## src/rtl/inst_fetch_unit_if.sv

```systemverilog
// Fetch-stage bundle: PC-side handshake, instruction-memory read port and IF/ID outputs.
// The fetch unit is the slave; the PC/memory/decode environment is the master.
interface inst_fetch_unit_if #(
  parameter int unsigned ADDR_W = 4,
  parameter int unsigned INST_W = 8
);
  logic [ADDR_W-1:0] pc_addr;
  logic              jump_flag;
  logic              stall_in;
  logic              busy;
  logic              mem_req;
  logic [ADDR_W-1:0] mem_addr;
  logic              mem_ack;
  logic [INST_W-1:0] mem_rdata;
  logic [INST_W-1:0] inst_out;
  logic              inst_valid;
  logic              fetch_err;

  modport slave (
    input  pc_addr, jump_flag, stall_in, mem_ack, mem_rdata,
    output busy, mem_req, mem_addr, inst_out, inst_valid, fetch_err
  );

  modport master (
    output pc_addr, jump_flag, stall_in, mem_ack, mem_rdata,
    input  busy, mem_req, mem_addr, inst_out, inst_valid, fetch_err
  );
endinterface

```

## src/rtl/inst_fetch_unit.sv

```systemverilog
// Fetch stage: one req/ack memory read per PC value, result into IF/ID, wrong-path squash on jump.
// Optional FETCH_TIMEOUT_EN adds a WAIT watchdog with a sticky fetch_err and same-address retry.
module inst_fetch_unit #(
  parameter int unsigned ADDR_W  = 4,
  parameter int unsigned INST_W  = 8,
  parameter int unsigned TIMEOUT = 15
) (
  input logic             clk,
  input logic             rst,
  inst_fetch_unit_if.slave bus
);

  // The watchdog counter is 4 bits wide.
  if (TIMEOUT < 1 || TIMEOUT > 15) begin : g_bad_timeout
    $error("TIMEOUT must be in 1..15");
  end

  typedef enum logic [1:0] {StIdle, StWait, StHold} state_e;

  state_e            state_q, state_d;
  logic              advance;
  logic [ADDR_W-1:0] mem_addr_q;
  logic [INST_W-1:0] inst_q;
  logic [INST_W-1:0] buf_q;
  logic              valid_q;

`ifdef FETCH_TIMEOUT_EN
  logic [3:0] cnt_q;
  logic       err_q;
  logic       timeout;
`endif

  always_comb begin
    state_d = state_q;
    advance = 1'b0;
`ifdef FETCH_TIMEOUT_EN
    timeout = 1'b0;
`endif
    unique case (state_q)
      StIdle: state_d = StWait;
      StWait: begin
        // An ack in the timeout cycle still completes normally.
        if (bus.mem_ack) begin
          advance = ~bus.stall_in;
          state_d = bus.stall_in ? StHold : StIdle;
        end
`ifdef FETCH_TIMEOUT_EN
        else if (cnt_q == 4'(TIMEOUT - 1)) begin
          timeout = 1'b1;
          state_d = StIdle;
        end
`endif
      end
      StHold: begin
        if (!bus.stall_in) begin
          advance = 1'b1;
          state_d = StIdle;
        end
      end
      default: state_d = StIdle;
    endcase
  end

  always_ff @(posedge clk or posedge rst) begin
    if (rst) state_q <= StIdle;
    else     state_q <= state_d;
  end

  always_ff @(posedge clk or posedge rst) begin
    if (rst) begin
      mem_addr_q <= '0;
      inst_q     <= '0;
      buf_q      <= '0;
      valid_q    <= 1'b0;
    end else begin
      valid_q <= 1'b0;
      // Latch the PC only in IDLE so the address is stable for the whole request.
      if (state_q == StIdle) mem_addr_q <= bus.pc_addr;
      if (state_q == StWait && bus.mem_ack && bus.stall_in) buf_q <= bus.mem_rdata;
      if (advance) begin
        inst_q  <= (state_q == StHold) ? buf_q : bus.mem_rdata;
        valid_q <= ~bus.jump_flag;
      end
    end
  end

`ifdef FETCH_TIMEOUT_EN
  always_ff @(posedge clk or posedge rst) begin
    if (rst) begin
      cnt_q <= '0;
      err_q <= 1'b0;
    end else begin
      if (state_q == StIdle)                     cnt_q <= '0;
      else if (state_q == StWait && !bus.mem_ack) cnt_q <= cnt_q + 4'd1;
      if (timeout) err_q <= 1'b1;
    end
  end

  assign bus.fetch_err = err_q;
`else
  assign bus.fetch_err = 1'b0;
`endif

  assign bus.busy       = ~advance;
  assign bus.mem_req    = (state_q == StWait);
  assign bus.mem_addr   = mem_addr_q;
  assign bus.inst_out   = inst_q;
  assign bus.inst_valid = valid_q;

endmodule

```

## src/flat_wrapper.sv

```systemverilog
// flat-port wrapper written by rule: the top's interface ports become plain ports
module inst_fetch_unit_flat 
#(
  parameter int unsigned ADDR_W  = 4,
  parameter int unsigned INST_W  = 8,
  parameter int unsigned TIMEOUT = 15
)
  (clk, rst, bus_pc_addr, bus_jump_flag, bus_stall_in, bus_mem_ack, bus_mem_rdata, bus_busy, bus_mem_req, bus_mem_addr, bus_inst_out, bus_inst_valid, bus_fetch_err);
  inst_fetch_unit_if #(.ADDR_W(ADDR_W), .INST_W(INST_W)) bus_i ();
  input logic clk;
  input logic rst;
  input wire logic [$bits(bus_i.pc_addr)-1:0] bus_pc_addr;
  input wire logic [$bits(bus_i.jump_flag)-1:0] bus_jump_flag;
  input wire logic [$bits(bus_i.stall_in)-1:0] bus_stall_in;
  input wire logic [$bits(bus_i.mem_ack)-1:0] bus_mem_ack;
  input wire logic [$bits(bus_i.mem_rdata)-1:0] bus_mem_rdata;
  output wire logic [$bits(bus_i.busy)-1:0] bus_busy;
  output wire logic [$bits(bus_i.mem_req)-1:0] bus_mem_req;
  output wire logic [$bits(bus_i.mem_addr)-1:0] bus_mem_addr;
  output wire logic [$bits(bus_i.inst_out)-1:0] bus_inst_out;
  output wire logic [$bits(bus_i.inst_valid)-1:0] bus_inst_valid;
  output wire logic [$bits(bus_i.fetch_err)-1:0] bus_fetch_err;
  assign bus_i.pc_addr = bus_pc_addr;
  assign bus_i.jump_flag = bus_jump_flag;
  assign bus_i.stall_in = bus_stall_in;
  assign bus_i.mem_ack = bus_mem_ack;
  assign bus_i.mem_rdata = bus_mem_rdata;
  assign bus_busy = bus_i.busy;
  assign bus_mem_req = bus_i.mem_req;
  assign bus_mem_addr = bus_i.mem_addr;
  assign bus_inst_out = bus_i.inst_out;
  assign bus_inst_valid = bus_i.inst_valid;
  assign bus_fetch_err = bus_i.fetch_err;
  inst_fetch_unit #(.ADDR_W(ADDR_W), .INST_W(INST_W), .TIMEOUT(TIMEOUT)) u_core (.clk(clk), .rst(rst), .bus(bus_i));
endmodule
```

## config.mk

```make
export PLATFORM = sky130hd
export DESIGN_NAME = inst_fetch_unit_flat
export DESIGN_NICKNAME = d
export VERILOG_FILES = /design/src/rtl/inst_fetch_unit_if.sv /design/src/rtl/inst_fetch_unit.sv /design/src/flat_wrapper.sv
export SDC_FILE = /design/constraint.sdc
export NUM_CORES = 1
export LEC_CHECK = 0
export BUFFER_PORTS_ARGS = -buffer_cell sky130_fd_sc_hd__buf_2
export CORE_MARGIN = 1
export CORE_UTILIZATION = 45
export CTS_CLUSTER_SIZE = 24
export DETAILED_ROUTE_END_ITERATION = 8
export PLACE_DENSITY = 0.72
export SLEW_MARGIN = 15
export SYNTH_ARGS = -nofsm -noshare
export SYNTH_HDL_FRONTEND = slang
export SYNTH_SLANG_ARGS = --single-unit
```

## constraint.sdc

```tcl
create_clock -name clk -period 3.2 [get_ports clk]
set_clock_uncertainty 0.1 [all_clocks]
set_input_delay 0.16 -clock clk [delete_from_list [all_inputs] [get_ports clk]]
set_output_delay 0.16 -clock clk [all_outputs]
set_load 0.03 [all_outputs]
```

== After elaboration in Yosys (flattened, before gate mapping) ==
Index checks and enable logic that the tools add are counted.
Storage, ports and cells
  register bits after elaboration: 23
  input port bits: 17
  word-level logic and storage cells: 25
Cells by class
  equal/unequal tests: 4
  muxes and demuxes: 9
  bitwise operators: 3
  reductions and logical operators: 4
Operator list (count)
  8-bit 2-to-1 mux: 1
  2-bit 2-to-1 mux: 3
  2-bit case mux with 3 select lines: 1
  2-bit inequality test (second input constant): 2
  1-bit 2-to-1 mux: 3
  1-bit inverter: 3
  2-bit by 1-bit == test with 1-bit output (second input constant): 1
  2-bit == test (second input constant): 1
  1-bit logical AND: 2
  2-bit zero test: 1
  1-bit case mux with 2 select lines: 1
  2-bit AND reduction: 1

== Longest topological paths before layout ==
Gate-level depths: netlist of run 1.
  depth after elaboration: 4
  gate-level depth with buffers: 6
  depth with buffers taken out: 6

== Least setup slack after synthesis of run 1 ==
OpenSTA, ideal clock, no wires.
  path kind: flip-flop to flip-flop
  from: register u_core.state_q[1]
  to: register u_core.inst_q[0] (netlist: u_core.bus.inst_out[0])
  arrival: 1.770 ns
  data required time: 2.975 ns
  slack: 1.206 ns
  cell stages (with the launch flop): 6
  path buffers: 0
  period minus slack after synthesis: 1.994 ns
  cells stage by stage: dfrtp_1 -> inv_1 -> ha_1 -> a21oi_1 -> nor3b_4 -> mux2_2
On the way
  word-level cells in the longest chain between the ends: 2
Ends and longest elaborated chain
  start: declaration: RTL line inst_fetch_unit.sv:20  | state_e state_q, state_d;
  start signal: assignment: RTL line inst_fetch_unit.sv:65  | if (rst) state_q <= StIdle;
  start signal: assignment: RTL line inst_fetch_unit.sv:66  | else state_q <= state_d;
  2-bit by 1-bit == test with 1-bit output
  via bus_mem_req: RTL line flat_wrapper.sv:18  | output wire logic [$bits(bus_i.mem_req)-1:0] bus_mem_req;
  1-bit case mux with 2 select lines: RTL line inst_fetch_unit.sv:39  | unique case (state_q)
  end signal: assignment: RTL line inst_fetch_unit.sv:81  | inst_q <= (state_q == StHold) ? buf_q : bus.mem_rdata;
  end: declaration: RTL line inst_fetch_unit.sv:23  | logic [INST_W-1:0] inst_q;
The timed path passes the listed nets, and every way through them passes these cells.
A chain may end at the register's enable or synchronous reset.

== Final worst setup path of run 1 ==
  from: register u_core.state_q[0]
  to: output port bus_busy
On the way
  word-level cells in the longest chain between the ends: 3
Ends and longest elaborated chain
  2-bit == test / 2-bit by 1-bit == test with 1-bit output (equally long branches): RTL line inst_fetch_unit.sv:39
  1-bit case mux with 2 select lines *: RTL line inst_fetch_unit.sv:39
  1-bit inverter *: RTL line inst_fetch_unit.sv:104  | assign bus.busy = ~advance;
  end: declaration: RTL line flat_wrapper.sv:17  | output wire logic [$bits(bus_i.busy)-1:0] bus_busy;
Mark *: on every way between the ends. The rest lies on a longest branch, timed or not.

==> results of run 1 <==
[cell type report]
class,count,area [sq um]
Clock buffer,4,26.28
Tap cell,28,35.03
Inverter,5,18.77
Timing Repair Buffer,43,275.3
Multi-Input combinational cell,42,440.4
Sequential cell,23,575.6
Fill cell,186,840.8
[path summary, 6_finish.rpt]
check	endpoint	cells after the start	slack, ns
min in group asynchronous	u_core.buf_q[1]$_DFFE_PP0P_	3	0.46
min reg2reg	u_core.buf_q[4]$_DFFE_PP0P_	1	0.42
max in group asynchronous	u_core.state_q[0]$_DFFE_PP0P_	3	2.01
max reg2reg	u_core.bus.inst_out[4]$_DFFE_PP0P_	5	1.05
max	bus_busy	6	0.78
min	u_core.buf_q[1]$_DFFE_PP0P_	2	0.009
[logic make-up (layout without fill, tap and decap cells)]
| group | count (synthesis) | count (layout) | synth area share (%) |
|---|---|---|---|
| and+or+nand+nor | 4 | 4 | 2.986 |
| DFF | 23 | 23 | 54.96 |
| AOI/OAI and AO/OA | 4 | 4 | 2.748 |
| muxes | 29 | 29 | 31.18 |
| adders and majority gates | 4 | 4 | 4.779 |
| other | 1 | 1 | 0.3581 |
| buffers and inverters | 7 | 52 | 2.987 |
[cell usage in the layout (no fill, tap or decap)]
master	n
a32o_1	1
a22oi_1	1
o22ai_1	1
buf_2	31
dlygate4sd3_1	12
clkbuf_4	3
ha_1	4
nand3_1	1
a21oi_1	1
nand2_1	1
mux2_2	29
nor2_1	1
nor3b_4	1
inv_1	5
conb_1	1
clkbuf_1	1
dfrtp_1	23
[timing repair]
action	in CTS	in global routing
hold buffers	12	0
endpoints found under the setup margin	0	0
resized for setup	0	0
hold endpoints to repair	34	0
[layer usage]
metal	global-route usage, %	vias to the layer above	part of all wire, %
met5	0	-	0
met4	7.143	0	0.55
met3	1.818	2	2.7
met2	29.33	12	55
met1	21.20	331	42
li1	-	341	-
[per-stage QoR]
step,std cells,total power [mW]
2_1_floorplan,72,0.9367
3_3_place_gp,129,1.068
3_5_place_dp,129,1.095
4_1_cts,145,1.233
5_1_grt,145,1.303
6_report,145,1.219
[sequential cells by signal, indices dropped and copies added, names as in the netlist]
signal and cells:
u_core.buf_q 8, u_core.bus.inst_out 8, u_core.bus.inst_valid 1, u_core.bus.mem_addr 4, u_core.state_q 2
[power groups by stage]
stage | Combinational, mW | Clock, mW | Sequential, mW
floorplan | 0.287 | 0 | 0.650
global placement | 0.573 | 0 | 0.495
detailed placement | 0.589 | 0 | 0.506
CTS | 0.601 | 0.134 | 0.499
global route | 0.640 | 0.143 | 0.519
finish | 0.594 | 0.127 | 0.498
==> run summary, run 1 <==
Vias in the first global route - 734
Switching share of total power - 39.48%
Vias after detailed routing - 686
Min Tclk post-route - 2.416 ns
Syn-to-layout area delta - 30.94%
Setup TNS - 0 ns
Crit path buffers/inverters - 3
Synthesized area - 1047 sq um
Share of cells above drive strength 1 - 54.70%
First drt pass iteration count - 2
CP Cell Sequence - inv_1, ha_1, a21oi_1, nor3b_4, inv_1, buf_2
Routed wire length - 1822 um
Final Cycle Share - 75.51%
Largest net degree at the start of global routing - 24
Yosys warns - 0
Finished Core Util - 61.99%
Diodes inserted - 0
Core Area - 2212 sq um
Pre-CTS WS - 1.003 ns
Slowest CP cell - ha_1
Commonest cells post-synth - mux2_2, dfrtp_1, inv_1, ha_1
Initial Util - 47.34%
Status - finished, final reports clean
DRT iter0 DRCs - 3
CP max stage delay - 0.45 ns
Clock latency on the worst-skew pair - 0.30 ns
Clk slew on worst S/H paths - 0.12 ns
Crit. End Element - output port
CP delay by family, top - adder cells
Worst-path maximum fanout - 12
WP data arrival - 2.16 ns
# nets final - 139
Clock tree root driver cell - clkbuf_4
CTS Buf Count - 3
DRT antenna net count - 0
Initial antenna violation count - 0
Launching point of the worst reg2reg path - u_core.state_q[0]$_DFFE_PP0P_
Combinational power share - 48.7%
Syn Nets - 93
P_int - 0.7375 mW
Most common cell in the netlist - mux2_2
CTS tree - built
Clk pwr share - 10.4%
All-Layer GR Usage - 16.91%
RSZ-0062 raised after global routing - no
Hold slack - 0.009479 ns
Slew @ Worst Pin - 0.8491 ns
Final hold vios - 0
Sw Pwr - 0.4811 mW
Pwr dens - 888.7 nW/um^2
Worst EP required - 2.94 ns
Sequential area share after synthesis - 54.96%
Gpl congestion - 0.6489
Post-synth EDFFs - 0
DRC Markers - 0
Site Rows - 17
HP Start - bus_mem_rdata[1]
Slew Limit Fails - 0
Drt wl/cell - 12.57 um
Dpl hpwl - 1317 um
Die width - 50.24 um
H-tree depth - 1
Die height - 50.24 um
Critical path type - reg -> out
Area leader, netlist - dfrtp_1
Yosys reg bits - 23
Setup Fix Bufs, Post-CTS - 0
Final setup violation count - 0
Cell area after placement - 1225 sq um
Post-route cell area - 1371 sq um
Slew Limit Headroom - 43.33%
Top-area cell type share of the netlist area - 54.96%
Top_reg_cell synth - dfrtp_1
Part of the power in registers - 40.8%
Highest Clock Rate - 413.8 MHz
Num Clock Sinks - 23
Global-route wire length before repair - 3187 um
Clock Tree Buf Depth - 2
DR vias/cell - 4.731
Post-synth cell types - 15
Maximum VDD drop - 515.8 uV
Synth async-reset ratio - 100.0%
Total gr overflow - 0
Final setup margin - 0.7836 ns
Leak - 0.6499 nW
Top cells by area, synth - dfrtp_1, mux2_2, ha_1, inv_1, nor3b_4
Die Footprint - 2524 sq um
Io pins - 33
CP Launch Point - u_core.state_q[0]$_DFFE_PP0P_
Setup crit start kind - register
Cell mode on critical path - inv_1
Port bufs - 31
Tightest Hold Check Type - in -> reg
Syn avg cell area - 14.55 sq um
Syn Inst Count - 72
Max-cap violations - 0
Note: power is estimated with default switching activity, not from simulation.
==> run 2, diff against run 1 <==
clock period = 2.49 ns   (was 3.2 ns; I/O delays follow)
==> run 2 against run 1 <==
Compared with the run above: worst setup slack got worse by 0.50 ns; cell area rose by 2.0%; highest routed layer unchanged; largest cell class unchanged; die area stayed put; largest power group unchanged.
==> run summary, run 2 (same netlist as run 1, synthesis figures left out) <==
DRT iter0 DRCs - 9
Clock latency on the worst-skew pair - 0.30 ns
CP max stage delay - 0.43 ns
CP Cell Sequence - inv_1, ha_1, a21oi_1, nor3b_4, inv_1, buf_2
CTS tree - built
Commonest non-fill, non-tap cell in the layout - buf_2
Final setup violation count - 0
Vias in the first global route - 730
Slew Limit Fails - 0
Final setup margin - 0.2858 ns
Core Area - 2212 sq um
Max-cap violations - 0
Io pins - 33
Setup Fix Bufs, Post-CTS - 0
Maximum VDD drop - 651.0 uV
Dpl hpwl - 1282 um
DRT antenna net count - 0
Clock Tree Buf Depth - 2
# nets final - 142
CP delay by family, top - buffers and inverters
Site Rows - 17
Final Cycle Share - 88.52%
CTS Buf Count - 3
Clk slew on worst S/H paths - 0.11 ns
Final Instance Count excl. Fillers - 148
Initial Util - 47.34%
Share of cells above drive strength 1 - 54.17%
Tightest Hold Check Type - in -> reg
Port bufs - 31
Global-route wire length before repair - 3029 um
Gpl congestion - 0.6525
Pwr dens - 1124 nW/um^2
DR vias/cell - 4.858
DRC Markers - 0
Largest net degree at the start of global routing - 24
Initial antenna violation count - 0
Die height - 50.24 um
First drt pass iteration count - 3
Status - finished, final reports clean
Setup crit start kind - register
H-tree depth - 1
Commonest cells after routing, fill and taps aside - buf_2, mux2_2, dfrtp_1
All-Layer GR Usage - 16.06%
Cell mode on critical path - inv_1
Clock tree root driver cell - clkbuf_4
Inst Count DP - 130
Final hold vios - 0
RSZ-0062 raised after global routing - no
Routed wire length - 1886 um
Pre-CTS WS - 0.5309 ns
Post-layout total power - 1.573 mW
Worst-path maximum fanout - 9
Worst EP required - 2.27 ns
Diodes inserted - 0
Crit path buffers/inverters - 3
Slew Limit Headroom - 45.23%
Finished Core Util - 63.24%
Slowest CP cell - nor3b_4
Slew @ Worst Pin - 0.8206 ns
Highest Clock Rate - 453.7 MHz
Leak - 0.6637 nW
Crit. End Element - output port
Num Clock Sinks - 23
Syn-to-layout area delta - 33.57%
Critical path type - reg -> out
Total gr overflow - 0
Setup TNS - 0 ns
Drt wl/cell - 12.74 um
Min Tclk post-route - 2.204 ns
Die Footprint - 2524 sq um
Die width - 50.24 um
Vias after detailed routing - 719
Post-cts resize count - 0
WP data arrival - 1.98 ns
Hold_buf cts - 14
run 2: changes by cell type in the layout (fill, tap and decap cells not counted):
cell / before / now
dlygate4sd3_1: 12 / 14
buf_4: 0 / 1
run 2: per-stage QoR:
step	instance area [sq um]	hold slack, ns
final	1399	0.07911
after global routing	1399	0.09165
after CTS	1399	0.07965
after detailed placement	1232	0.1812
after global placement	1232	0.1752
after floorplan	1047	0.02642
run 2: final cells by class:
type | instances | area [sq um]
inverters | 5 | 18.77
multi-input cells | 42 | 440.4
repair buffers | 46 | 302.8
well taps | 28 | 35.03
flip-flops and latches | 23 | 575.6
clock buffers | 4 | 26.28
fillers | 183 | 813.3
run 2: where the power goes:
| group | total, mW | switching (mW) | internal [mW] |
|---|---|---|---|
| logic | 0.770 | 0.432 | 0.337 |
| clock network | 0.164 | 0.101 | 0.0624 |
| registers | 0.639 | 0.0873 | 0.552 |
run 2: final timing paths:
path	cells after the start	startpoint	slack, ns	end
worst max-delay path	6	u_core.state_q[1]$_DFFE_PP0P_	0.29	bus_busy
worst min-delay path	2	bus_stall_in	0.08	u_core.state_q[1]$_DFFE_PP0P_
worst max register to register	5	u_core.state_q[1]$_DFFE_PP0P_	0.54	u_core.bus.inst_out[1]$_DFFE_PP0P_
worst min register to register	1	u_core.buf_q[3]$_DFFE_PP0P_	0.42	u_core.buf_q[3]$_DFFE_PP0P_
max in group asynchronous	3	rst	1.37	u_core.buf_q[3]$_DFFE_PP0P_
min in group asynchronous	3	rst	0.41	u_core.bus.inst_valid$_DFF_PP0_
run 2: metal layers:
layer | GRT usage [%] | up-vias | routed length [um]
met5 | 0 | - | 0
met4 | 7.143 | 0 | 28
met3 | 1.818 | 4 | 54
met2 | 29.11 | 14 | 971
met1 | 18.77 | 353 | 832
li1 | - | 348 | -
==> run 3, diff against run 2 <==
CORE_MARGIN = 1.5   (was 1)
==> run 3 against run 2 <==
Compared with the run above: via count grew 0.56%; worst hold slack lost 0.011 ns; clock power grew 6%; first-iteration DRC count fell by 56%; routed wire length grew 6.2%; critical path depth stayed put; sequential share of layout area is the same; sequential power is essentially flat; critical path type unchanged; largest power group unchanged; highest routed layer unchanged.
==> run summary, run 3 (same netlist as run 1, synthesis figures left out) <==
WP data arrival - 1.98 ns
Finished Core Util - 63.24%
Hold slack - 0.06767 ns
Clock Tree Buf Depth - 2
CTS Buf Count - 3
Diodes inserted - 0
Die Footprint - 2626 sq um
Pwr dens - 1133 nW/um^2
Crit path buffers/inverters - 3
Initial antenna violation count - 0
Vias after detailed routing - 723
DRT iter0 DRCs - 4
Share of cells above drive strength 1 - 54.17%
Crit. End Element - output port
Worst-path maximum fanout - 9
Clock latency on the worst-skew pair - 0.31 ns
Site Rows - 17
Status - finished, final reports clean
Setup Fix Bufs, Post-CTS - 0
Final hold vios - 0
Leak - 0.6637 nW
Final Cycle Share - 88.41%
First drt pass iteration count - 3
Slew Limit Headroom - 42.15%
Highest Clock Rate - 454.2 MHz
CTS tree - built
Gpl congestion - 0.6938
Clock tree root driver cell - clkbuf_4
Vias in the first global route - 751
H-tree depth - 1
CP max stage delay - 0.43 ns
Min Tclk post-route - 2.201 ns
# nets final - 142
Die width - 51.24 um
Core Area - 2212 sq um
CP delay by family, top - buffers and inverters
Global-route wire length before repair - 3325 um
Final setup violation count - 0
DR vias/cell - 4.885
Num Clock Sinks - 23
RSZ-0062 raised after global routing - no
Maximum VDD drop - 755.9 uV
Initial Util - 47.34%
DRT antenna net count - 0
Pre-CTS WS - 0.5642 ns
Critical path type - reg -> out
Total gr overflow - 0
Commonest non-fill, non-tap cell in the layout - buf_2
Worst EP required - 2.27 ns
Clk slew on worst S/H paths - 0.12 ns
Slew Limit Fails - 0
Port bufs - 31
Commonest cells after routing, fill and taps aside - buf_2, mux2_2, dfrtp_1
Die height - 51.24 um
Largest net degree at the start of global routing - 24
Dpl hpwl - 1312 um
Syn-to-layout area delta - 33.57%
Final setup margin - 0.2885 ns
Slew @ Worst Pin - 0.8669 ns
Setup TNS - 0 ns
Tightest Hold Check Type - in -> reg
Io pins - 33
Cell mode on critical path - inv_1
Fillcell total - 207
Max-cap violations - 0
Drt wl/cell - 13.53 um
DRC Markers - 0
CP Cell Sequence - inv_1, ha_1, a21oi_1, nor3b_4, inv_1, buf_2
All-Layer GR Usage - 17.47%
Slowest CP cell - nor3b_4
Post-layout total power - 1.585 mW
Routed wire length - 2003 um
Setup crit start kind - register
## run 3: cell counts in the layout (fill, tap and decap cells not counted)
Identical to the previous run, type by type.
## run 3: worst paths after layout
kind	from	end	slack (ns)	cells after the start
min in group asynchronous	rst	u_core.buf_q[6]$_DFFE_PP0P_	0.41	3
worst max register to register	u_core.state_q[1]$_DFFE_PP0P_	u_core.bus.inst_out[5]$_DFFE_PP0P_	0.54	5
worst min-delay path	bus_stall_in	u_core.state_q[1]$_DFFE_PP0P_	0.07	2
max in group asynchronous	rst	u_core.bus.inst_out[5]$_DFFE_PP0P_	1.35	3
worst max-delay path	u_core.state_q[1]$_DFFE_PP0P_	bus_busy	0.29	6
worst min register to register	u_core.bus.inst_out[6]$_DFFE_PP0P_	u_core.bus.inst_out[6]$_DFFE_PP0P_	0.42	1
## run 3: report_power, final
| part | switching (mW) | internal (mW) | total [mW] |
|---|---|---|---|
| Sequential | 0.0847 | 0.552 | 0.636 |
| Clock | 0.112 | 0.0627 | 0.174 |
| Combinational | 0.435 | 0.339 | 0.775 |
## run 3: stage by stage
stage,area (sq um),std cells
6_report,1399,148
5_1_grt,1399,148
4_1_cts,1399,148
3_5_place_dp,1232,130
3_3_place_gp,1232,130
2_1_floorplan,1047,72
## run 3: routing by layer
metal | vias to the layer above | share of wire [%] | global-route usage [%]
met2 | 16 | 49 | 29.22
met1 | 354 | 45 | 21.61
met5 | - | 0 | 0
met4 | 0 | 2.3 | 9.211
met3 | 6 | 3.6 | 2.924
li1 | 347 | - | -
## run 3: timing repair
action / 4_1_cts / 5_1_grt
endpoints found under the hold margin: 36 / 0
gates resized for setup: 0 / 0
hold buffers: 14 / 0
## run 3: area by class of cell
cell class                 count  area [sq um]  share of cell area [%]
clock buffer                   4         26.28                   1.878
inverter                       5         18.77                   1.342
multi-input combinational     42         440.4                   31.48
sequential                    23         575.6                   41.14
tap                           28         35.03                   2.504
timing repair buffer          46         302.8                   21.65
